## src/rtl/pc_sequencer.sv

```systemverilog
// Next-PC controller for the fetch stage: owns the architectural PC
// (word index), selects sequential / hold / branch / JALR / trap targets,
// issues fetch requests and produces a one-cycle flush after each redirect.
module pc_sequencer #(
  parameter logic [31:0] RESET_PC = 32'h0000_0000,
  parameter logic [31:0] TRAP_PC  = 32'h0000_0040
) (
  input  logic        clk,
  input  logic        rst_n,
  input  logic        stall,
  input  logic        br_taken,
  input  logic [31:0] br_target,
  input  logic        jalr_valid,
  input  logic [31:0] jalr_target,
  input  logic        trap_req,
  input  logic [31:0] ex_pc,
  input  logic        imem_ready,
  output logic [31:0] pc_out,
  output logic        imem_req,
  output logic        flush,
  output logic [31:0] epc,
  output logic        misalign
);

  typedef enum logic [1:0] {
    BOOT  = 2'd0,
    RUN   = 2'd1,
    FLUSH = 2'd2
  } state_t;

  state_t      state, state_n;
  logic [31:0] pc_n;
  logic [31:0] epc_n;
  logic        flush_n;
  logic        misalign_n;
  logic        jalr_mis;

  // A JALR whose byte target is not word aligned is handled as a trap.
  assign jalr_mis = jalr_valid && (jalr_target[1:0] != 2'b00);

  // Fetch request depends combinationally only on stall.
  assign imem_req = (state == RUN) && !stall;

  // Next-state, next-PC and pulse selection by fixed event priority.
  always_comb begin
    state_n    = state;
    pc_n       = pc_out;
    epc_n      = epc;
    flush_n    = 1'b0;
    misalign_n = 1'b0;
    unique case (state)
      BOOT: begin
        state_n = RUN;
      end
      RUN, FLUSH: begin
        state_n = RUN;
        // Trap-class events are honoured in both RUN and FLUSH; the other
        // redirects and sequential advance only in RUN, since during FLUSH
        // those inputs come from killed instructions.
        if (trap_req || jalr_mis) begin
          pc_n       = TRAP_PC;
          epc_n      = ex_pc;
          misalign_n = jalr_mis;
          flush_n    = 1'b1;
          state_n    = FLUSH;
        end else if (state == RUN) begin
          if (jalr_valid) begin
            pc_n    = {2'b00, jalr_target[31:2]};
            flush_n = 1'b1;
            state_n = FLUSH;
          end else if (br_taken) begin
            pc_n    = br_target;
            flush_n = 1'b1;
            state_n = FLUSH;
          end else if (!stall && imem_ready) begin
            pc_n = pc_out + 32'd1;
          end
        end
      end
      default: begin
        state_n = BOOT;
      end
    endcase
  end

  // Architectural PC, trap PC, pulses and state register.
  always_ff @(posedge clk or negedge rst_n) begin
    if (!rst_n) begin
      state    <= BOOT;
      pc_out   <= RESET_PC;
      epc      <= '0;
      flush    <= 1'b0;
      misalign <= 1'b0;
    end else begin
      state    <= state_n;
      pc_out   <= pc_n;
      epc      <= epc_n;
      flush    <= flush_n;
      misalign <= misalign_n;
    end
  end

endmodule

```

## config.mk

```make
export PLATFORM = sky130hd
export DESIGN_NAME = pc_sequencer
export DESIGN_NICKNAME = d
export VERILOG_FILES = /design/src/rtl/pc_sequencer.sv
export SDC_FILE = /design/constraint.sdc
export NUM_CORES = 1
export LEC_CHECK = 0
export CORE_MARGIN = 8
export CORE_UTILIZATION = 30
export CTS_CLUSTER_SIZE = 10
export DETAILED_ROUTE_END_ITERATION = 7
export PLACE_DENSITY_LB_ADDON = 0.15
export SLEW_MARGIN = 25
export SYNTH_ARGS = -nofsm -noshare
export SYNTH_HDL_FRONTEND = slang
export SYNTH_SLANG_ARGS = --single-unit
```

## constraint.sdc

```tcl
create_clock -name clk -period 3.8 [get_ports clk]
set_clock_uncertainty 0.2 [all_clocks]
set_input_delay 0.57 -clock clk [delete_from_list [all_inputs] [get_ports clk]]
set_output_delay 0.57 -clock clk [all_outputs]
set_load 0.02 [all_outputs]
```

==> metrics, run 1 <==
status finished clean; # fillers around 1,300; n_diodes 0; Rows between 40 and 50; vias 3,844; CP arrival ~2.9 ns; first-pass GRT wire length 21,800 µm; drt first pass iters 4; CTS Buffer Depth 2; post-synthesis cell count around 400; die height ~130 µm; largest net degree at the start of global routing 34; NumNets Final 671; Initial Util between 30% and 40%; endpoints failing hold 0; fin crit period around 2.9 ns; Reg clk slew, reported paths ~0.06 ns; buffer count from post-CTS setup fixing 0; RSZ-0062 raised after global routing no; RR Startpoint state[0]$_DFF_PN0_; post-synth top area share ~44%; fin util around half; TritonCTS clock tree built; crit path to pc_out[27]$_DFFE_PN0P_; detailed-route wire length per cell ~19 µm; power density cells 770 mW/mm²; grt total ovfl 0; synthesis-to-finish area growth 56.3%; final period utilization roughly three quarters; # IOs 170; most common cell in the netlist dfrtp_1; Initial DRC Count 210; setup TNS 0 ns; post-DP HPWL 10,700 µm; post-synthesis sequential area ratio 43.9%; DIE WIDTH around 130 µm; Setup CP Type reg -> reg; max_cap viols 0; die area ~0.017 mm²; cells on worst reg2reg path 6; Tot Pwr ~4.7 mW; R2R setup slack between 0.9 and 1 ns; top post-synthesis cells by count 68 x dfrtp_1, 34 x nor2_1, 32 x mux2_2, 30 x nand2_1; crit path max fanout 17; f_max 349 MHz; Synth area leaders dfrtp_1 44%, mux2_2 9.3%, nor2_1 3.3%; Setup crit start state[0]$_DFF_PN0_; CTS H-Tree Depth 3; CTS Buf Count 9; drc violations 0; Net Count, Synth ~500; startpoint types flop; Rel. slew slack between 50% and 60%; number of flops mapped to enable cells by yosys 0; Slew Viols, Final 0; HP Class in -> async; Via density slightly above 5; initial antenna violation count 0; syn avg cell area between 9 and 10 µm²; Mapped Area between 0.003 and 0.004 mm²; design area between 0.006 and 0.007 mm²; Global Route Usage Sum roughly 16%; CTS root buf clkbuf_16; hold_buf cts 0; fraction of layout cells with a size suffix above 1 about an eighth; total wire length around 14,000 µm; Ys Warns 0; clk_lat worst skew 0.34 ns; biggest area consumer among synthesized cells dfrtp_1; vias in the first global route 4,068; Reg-to-Reg End pc_out[27]$_DFFE_PN0P_; asr flop ratio synth 100%; Req. time, crit path about 3.8 ns; Sink Count 68; Netlist cell types 59; Leak 2.34 nW; register bit total from synthesis 68; Antenna Nets Post-Route 0; crit path capture type flop; I/O Buffers 169; Core Region about 0.013 mm²; Worst IR Drop VDD around 0.00029 V; Post-CTS Resized 0; Setup violations, final 0; Post-Place Cell Area roughly 0.0058 mm²; hold slack 0.0922 ns; Primary FF master, synth dfrtp_1; Final GP Congestion ~0.8; Least-Margin Pin Slew between 0.7 and 0.8 ns
[sequential cells by signal (all words and copies together), names as in the netlist]
| name | cells |
|---|---|
| flush | 1 |
| epc | 32 |
| misalign | 1 |
| pc_out | 32 |
| state | 2 |
[logic make-up (layout without fill, tap and decap cells)]
kind of cell / Yosys count / count (layout) / synth area share, %
adder cells (fa/ha/maj): 4 / 4 / 1.29
flip-flops: 68 / 68 / 43.9
XOR/XNOR: 17 / 17 / 3.84
AND/OR/NAND/NOR: 137 / 137 / 19.4
buffers and inverters: 31 / 205 / 3.22
AO/OA/AOI/OAI: 101 / 101 / 17.8
multiplexers: 37 / 37 / 10.6
[through the flow]
step	setup WS, ns	cells
3_3_place_gp	0.606	725
5_1_grt	0.697	741
6_report	0.935	741
2_1_floorplan	1.59	395
3_5_place_dp	0.592	725
4_1_cts	0.902	741
[worst min-delay path by stage]
stage / start / end / slack (ns) / cells past startpoint
6_report: rst_n / pc_out[14]$_DFFE_PN0P_ / 0.09 / 1
5_1_grt: rst_n / pc_out[14]$_DFFE_PN0P_ / 0.15 / 1
4_1_cts: rst_n / pc_out[14]$_DFFE_PN0P_ / 0.11 / 1
3_5_place_dp: epc[30]$_DFFE_PN0P_ / epc[30]$_DFFE_PN0P_ / 0.29 / 1
3_3_place_gp: epc[30]$_DFFE_PN0P_ / epc[30]$_DFFE_PN0P_ / 0.29 / 1
2_1_floorplan: rst_n / epc[0]$_DFFE_PN0P_ / 0.07 / 0
[power by group]
group,internal (mW),switching (mW),total [mW]
combinational,1.22,1.23,2.45
clock,0.449,0.346,0.796
sequential,1.07,0.350,1.42
[cell usage in the layout, fill, tap and decap left out, drive strengths merged, types with 3 or more instances in the layout]
cell,synthesis,final
a21boi,6,6
a21oi,20,20
a22o,4,4
a22oi,3,3
a31oi,10,10
and2,5,5
and3,5,5
buf,7,13
clkbuf,16,9
clkdlybuf4s50,0,168
clkinvlp,0,3
dfrtp,68,68
ha,4,4
inv,8,11
mux2,32,32
mux2i,5,5
nand2,30,30
nand3,21,21
nand4,19,19
nor2,34,34
nor3,5,5
nor4,5,5
o211ai,11,11
o21a,4,4
o21ai,14,14
o221ai,4,4
o22ai,4,4
o31ai,3,3
xnor2,10,10
xor2,7,7
[final cells by class]
class | count | area (µm²) | area share [%]
Clock buffer | 9 | 225 | 3.71
Timing Repair Buffer | 181 | 1780 | 29.3
Sequential cell | 68 | 1700 | 28.1
Tap cell | 172 | 215 | 3.55
Clock inverter | 7 | 57.6 | 0.949
Multi-Input combinational cell | 296 | 2060 | 34.0
Inverter | 8 | 30.0 | 0.495
[critical path, cell delays in order, from the launching register on]
cell      delay (ns)
dfrtp_1         0.40
ha_1            0.31
nor4_1          0.50
o21bai_1        0.16
nand2_1         0.54
nor2_1          0.29
a221o_1         0.35
[layer usage]
| layer | GRT usage [%] | vias to the layer above | part of all wire (%) |
|---|---|---|---|
| li1 | - | 1816 | - |
| met1 | 20.7 | 1841 | 44 |
| met2 | 26.8 | 169 | 46 |
| met3 | 4.04 | 18 | 8.5 |
| met4 | 6.42 | 0 | 1.6 |
| met5 | 0 | - | 0 |
(Power assumes the default switching activity.)
==> run 2, diff against run 1 <==
Clock period 3.8 ns to 2.4 ns, I/O delays scaled along.
==> metrics, run 2 (synthesis gave the netlist of run 1 again) <==
Tot Pwr about 8.0 mW; grt total ovfl 0; Via density roughly 5.1; status finished clean; fin crit period around 2.3 ns; Slew Viols, Final 0; worst path cell trace inv_1 -> ha_2 -> buf_4 -> and3b_2 -> o21bai_4 -> nand2_2 -> buf_12 -> o21a_1 -> a311o_1; drt first pass iters 4; Worst IR Drop VDD roughly 0.00054 V; DIE WIDTH roughly 130 µm; Sink Count 68; setup TNS 0 ns; HP Class reg -> reg; # fillers 1,186; die height approximately 130 µm; Leak approximately 2.6 nW; final period utilization around 95%; n_diodes 0; endpoints failing hold 0; CTS root buf clkbuf_16; initial antenna violation count 0; RSZ-0062 raised after global routing no; total wire length around 14,000 µm; Setup CP Type reg -> reg; Post-Place Cell Area about 0.0061 mm²; vias 3,992; Rel. slew slack 50.7%; RR Startpoint state[1]$_DFF_PN0_; CTS Buffer Depth 2; Initial Util 30.7%; Antenna Nets Post-Route 0; Initial DRC Count roughly 220; # IOs 170; Reg area about 0.0017 mm²; largest net degree at the start of global routing 37; Least-Margin Pin Slew 0.740 ns; Top Registers epc (32), pc_out (32), state (2); TritonCTS clock tree built; min-delay src epc[23]$_DFFE_PN0P_; Core Region 0.0126 mm²; post-DP HPWL around 11,000 µm; startpoint types flop; die area about 0.017 mm²; Req. time, crit path roughly 2.4 ns; max_cap viols 0; clk_lat worst skew about 0.34 ns; detailed-route wire length per cell around 18 µm; Global Route Usage Sum 17.4%; Reg clk slew, reported paths about 0.06 ns; commonest non-fill, non-tap cell in the layout clkdlybuf4s50_1; power density cells between 1000 and 1500 mW/mm²; kind of cell adding the most delay to the critical path compound AO/OA/AOI/OAI gates; Rows between 40 and 50; design area roughly 0.0065 mm²; NumNets Final 709; fraction of layout cells with a size suffix above 1 19.1%; drc violations 0; CTS Buf Count 9; crit path max fanout 14; commonest cells after routing, fill and taps aside 167 x clkdlybuf4s50_1, 68 x dfrtp_1, 45 x buf_4; first-pass GRT wire length roughly 23,000 µm; f_max 437 MHz; Setup violations, final 0; synthesis-to-finish area growth 67.0%; setup ws final approximately 0.11 ns; Buf+Inv Stages, Crit Path 3; CP arrival 2.31 ns; Slowest-stage cell, CP dfrtp_1; vias in the first global route 4,340; CTS H-Tree Depth 3; Final GP Congestion around 0.85; Setup crit start state[1]$_DFF_PN0_; CP max stage delay between 0.3 and 0.4 ns; pre-CTS setup slack -0.190 ns; crit path capture type flop; hold slack 0.302 ns; footprint of the multi-input gates roughly 0.0021 mm²; I/O Buffers ~170
-- run 2: cell types whose count changed in the layout (fill, tap and decap cells not counted), moves of 2 or more --
cell	change
clkinvlp_4	-3
and2_1	-2
bufinv_16	+2
buf_4	+33
buf_12	+4
-- run 2: cell type report --
cell class	count	share of cell area [%]
clock inverters	6	1.47
multi-input cells	296	32.2
clock buffers	10	3.69
flip-flops and latches	68	26.3
repair buffers	219	32.6
well taps	172	3.32
inverters	8	0.463
-- run 2: report_power, final --
group / internal (mW) / switching, mW / total (mW)
clock network: 0.949 / 0.535 / 1.48
logic: 2.22 / 2.10 / 4.31
registers: 1.70 / 0.486 / 2.19
total: 4.87 / 3.12 / 7.98
-- run 2: final timing paths --
kind | slack, ns | end | cells past startpoint
min in group asynchronous | 0.45 | epc[19]$_DFFE_PN0P_ | 2
min | 0.30 | epc[23]$_DFFE_PN0P_ | 1
max in group asynchronous | 0.91 | pc_out[18]$_DFFE_PN0P_ | 3
max reg2reg | 0.11 | pc_out[20]$_DFFE_PN0P_ | 9
min reg2reg | 0.30 | epc[23]$_DFFE_PN0P_ | 1
max | 0.11 | pc_out[20]$_DFFE_PN0P_ | 9
-- run 2: per-stage QoR --
stage / utilization [%] / std cells
after floorplan: - / 395
after global placement: 48.4 / 762
after detailed placement: 48.4 / 762
after CTS: 51.2 / 779
after global routing: 51.4 / 779
final: 51.4 / 779
-- run 2: metal layers --
layer / global-route usage (%) / vias up / share of wire, %
met3: 5.06 / 23 / 8.3
met4: 6.76 / 0 / 1.8
met5: 0 / - / 0
met2: 28.5 / 158 / 47
li1: - / 1891 / -
met1: 21.0 / 1920 / 43
-- run 2: what timing repair did --
| item | CTS | global route |
|---|---|---|
| cloned | 0 | 0 |
| resized for setup | 4 | 6 |
| pin swaps | 1 | 1 |
| buffers inserted | 0 | 0 |
| endpoints found under the setup margin | 19 | 19 |
| hold endpoints to repair | 32 | 0 |
| hold buffers | 1 | 0 |
==> run 3, diff against run 2 <==
Settings changed: PLACE_DENSITY from default to 0.6, PLACE_DENSITY_LB_ADDON 0.15 to default, SLEW_MARGIN 25 to 20.
==> metrics, run 3 (synthesis gave the netlist of run 1 again) <==
status finished clean; detailed-route wire length per cell 18.6 µm; f_max between 400 and 500 MHz; worst path cell trace inv_1 -> ha_2 -> nor4_4 -> o21bai_2 -> buf_4 -> and2_2 -> buf_4 -> o21ai_0 -> o22ai_1; fraction of layout cells with a size suffix above 1 18.2%; Sink Count between 60 and 70; die height 130 µm; sequential share of power between 20% and 30%; CTS Buf Count 9; Antenna Nets Post-Route 0; n_diodes 0; CP max stage delay approximately 0.38 ns; Core Region roughly 0.013 mm²; clock share of power between 10% and 20%; commonest cells after routing, fill and taps aside 167 x clkdlybuf4s50_1, 68 x dfrtp_1, 44 x buf_4; RSZ-0062 raised after global routing no; design area between 0.006 and 0.007 mm²; vias around 4,000; Final GP Congestion 0.820; CP arrival roughly 2.3 ns; power density cells around 1200 mW/mm²; Least-Margin Pin Slew between 0.7 and 0.8 ns; Setup CP Type reg -> reg; NumNets Final approximately 710; footprint of the multi-input gates between 0.002 and 0.0025 mm²; clk_lat worst skew about 0.33 ns; Reg clk slew, reported paths around 0.06 ns; Slowest-stage cell, CP dfrtp_1; Leak approximately 2.6 nW; Worst IR Drop VDD ~0.00053 V; Req. time, crit path around 2.4 ns; fin util between 50% and 60%; Psw ~3.1 mW; Rel. slew slack between 50 and 60%; # IOs between 150 and 200; endpoints failing hold 0; startpoint types flop; CTS root buf clkbuf_16; CTS H-Tree Depth 3; die area ~0.017 mm²; Switching Share about two fifths; Buf+Inv Stages, Crit Path 3; Rows between 40 and 50; Top cell by count, worst path buf_4; Reg area about 0.0017 mm²; Via density 5.12; max_cap viols 0; first-pass GRT wire length about 22,000 µm; commonest non-fill, non-tap cell in the layout clkdlybuf4s50_1; fin crit period 2.26 ns; drc violations 0; Slew Viols, Final 0; Initial Util a little under a third; largest net degree at the start of global routing 37; CTS Buffer Depth 2; vias in the first global route slightly above 4,000; I/O Buffers 169; Post-Place Cell Area between 0.006 and 0.007 mm²; TritonCTS clock tree built; initial antenna violation count 0; synthesis-to-finish area growth 65.9%; Global Route Usage Sum 17.0%; Comb power frac 53.1%; Setup violations, final 0; crit path max fanout 12; grt total ovfl 0; final period utilization 94.0%; drt first pass iters 4; HP Class reg -> reg; Initial DRC Count 220; kind of cell adding the most delay to the critical path simple AND/OR/NAND/NOR gates; Top Registers epc (32), pc_out (32), state (2); # fillers around 1,200; post-DP HPWL 11,300 µm; total wire length ~14,000 µm; DIE WIDTH between 100 and 150 µm; crit path capture type flop; internal power just under 5 mW
-- run 3: cell types whose count changed in the layout (fill, tap and decap cells not counted), moves of 2 or more --
cell      delta
inv_6        -2
clkbuf_8     +2
clkinv_4     -2
buf_12       -2
-- run 3: per-layer routing --
metal  global-route usage [%]  wire length, µm  vias to the layer above
met1                     21.2             6110                     1898
li1                         -                -                     1889
met5                        0                0                        -
met4                     5.46              178                        0
met2                     27.9             6920                      171
met3                     4.86             1230                       14
-- run 3: path summary, 6_finish.rpt --
kind / slack [ns] / cells after the start / end / start
min in group asynchronous: 0.43 / 2 / epc[14]$_DFFE_PN0P_ / rst_n
hold / removal: 0.30 / 1 / epc[27]$_DFFE_PN0P_ / epc[27]$_DFFE_PN0P_
hold reg to reg: 0.30 / 1 / epc[27]$_DFFE_PN0P_ / epc[27]$_DFFE_PN0P_
max in group asynchronous: 0.91 / 3 / pc_out[6]$_DFFE_PN0P_ / rst_n
setup / recovery: 0.14 / 9 / pc_out[9]$_DFFE_PN0P_ / state[1]$_DFF_PN0_
setup reg to reg: 0.14 / 9 / pc_out[9]$_DFFE_PN0P_ / state[1]$_DFF_PN0_
-- run 3: what timing repair did --
item / CTS / global route
endpoints found under the setup margin: 11 / 24
resized for setup: 3 / 4
hold endpoints to repair: 32 / 0
hold buffers: 1 / 0
setup buffers: 0 / 0
-- run 3: stage by stage --
stage / power [mW] / setup WS, ns / hold WS [ns] / setup TNS, ns / cells
6_report: 7.91 / 0.145 / 0.304 / 0 / 776
4_1_cts: 7.97 / 0.0442 / 0.304 / 0 / 776
3_5_place_dp: 6.45 / -0.117 / 0.269 / -4.64 / 759
5_1_grt: 8.36 / 0.00773 / 0.316 / 0 / 776
3_3_place_gp: 6.36 / -0.0930 / 0.265 / -3.38 / 759
2_1_floorplan: 4.36 / 0.192 / -0.136 / 0 / 395
-- run 3: area by class of cell --
type	instances	area share, %
multi-input cells	296	32.4
clock buffers	13	4.20
inverters	8	0.466
well taps	172	3.34
repair buffers	216	32.1
flip-flops and latches	68	26.4
clock inverters	3	1.05
-- run 3: worst reg2reg max path: cells and delay by family (launching register included) --
| family | cells | cell delay (ns) |
|---|---|---|
| DFF | 1 | 0.38 |
| AOI/OAI and AO/OA | 3 | 0.34 |
| buffers and inverters | 3 | 0.42 |
| adders and majority gates | 1 | 0.23 |
| and+or+nand+nor | 2 | 0.56 |
-- run 3: power groups by stage --
stage	Sequential [mW]	Combinational (mW)	Clock [mW]
5_1_grt	2.29	4.50	1.58
4_1_cts	2.21	4.24	1.52
3_3_place_gp	2.19	4.16	0
6_report	2.21	4.20	1.49
3_5_place_dp	2.23	4.22	0
2_1_floorplan	2.81	1.55	0
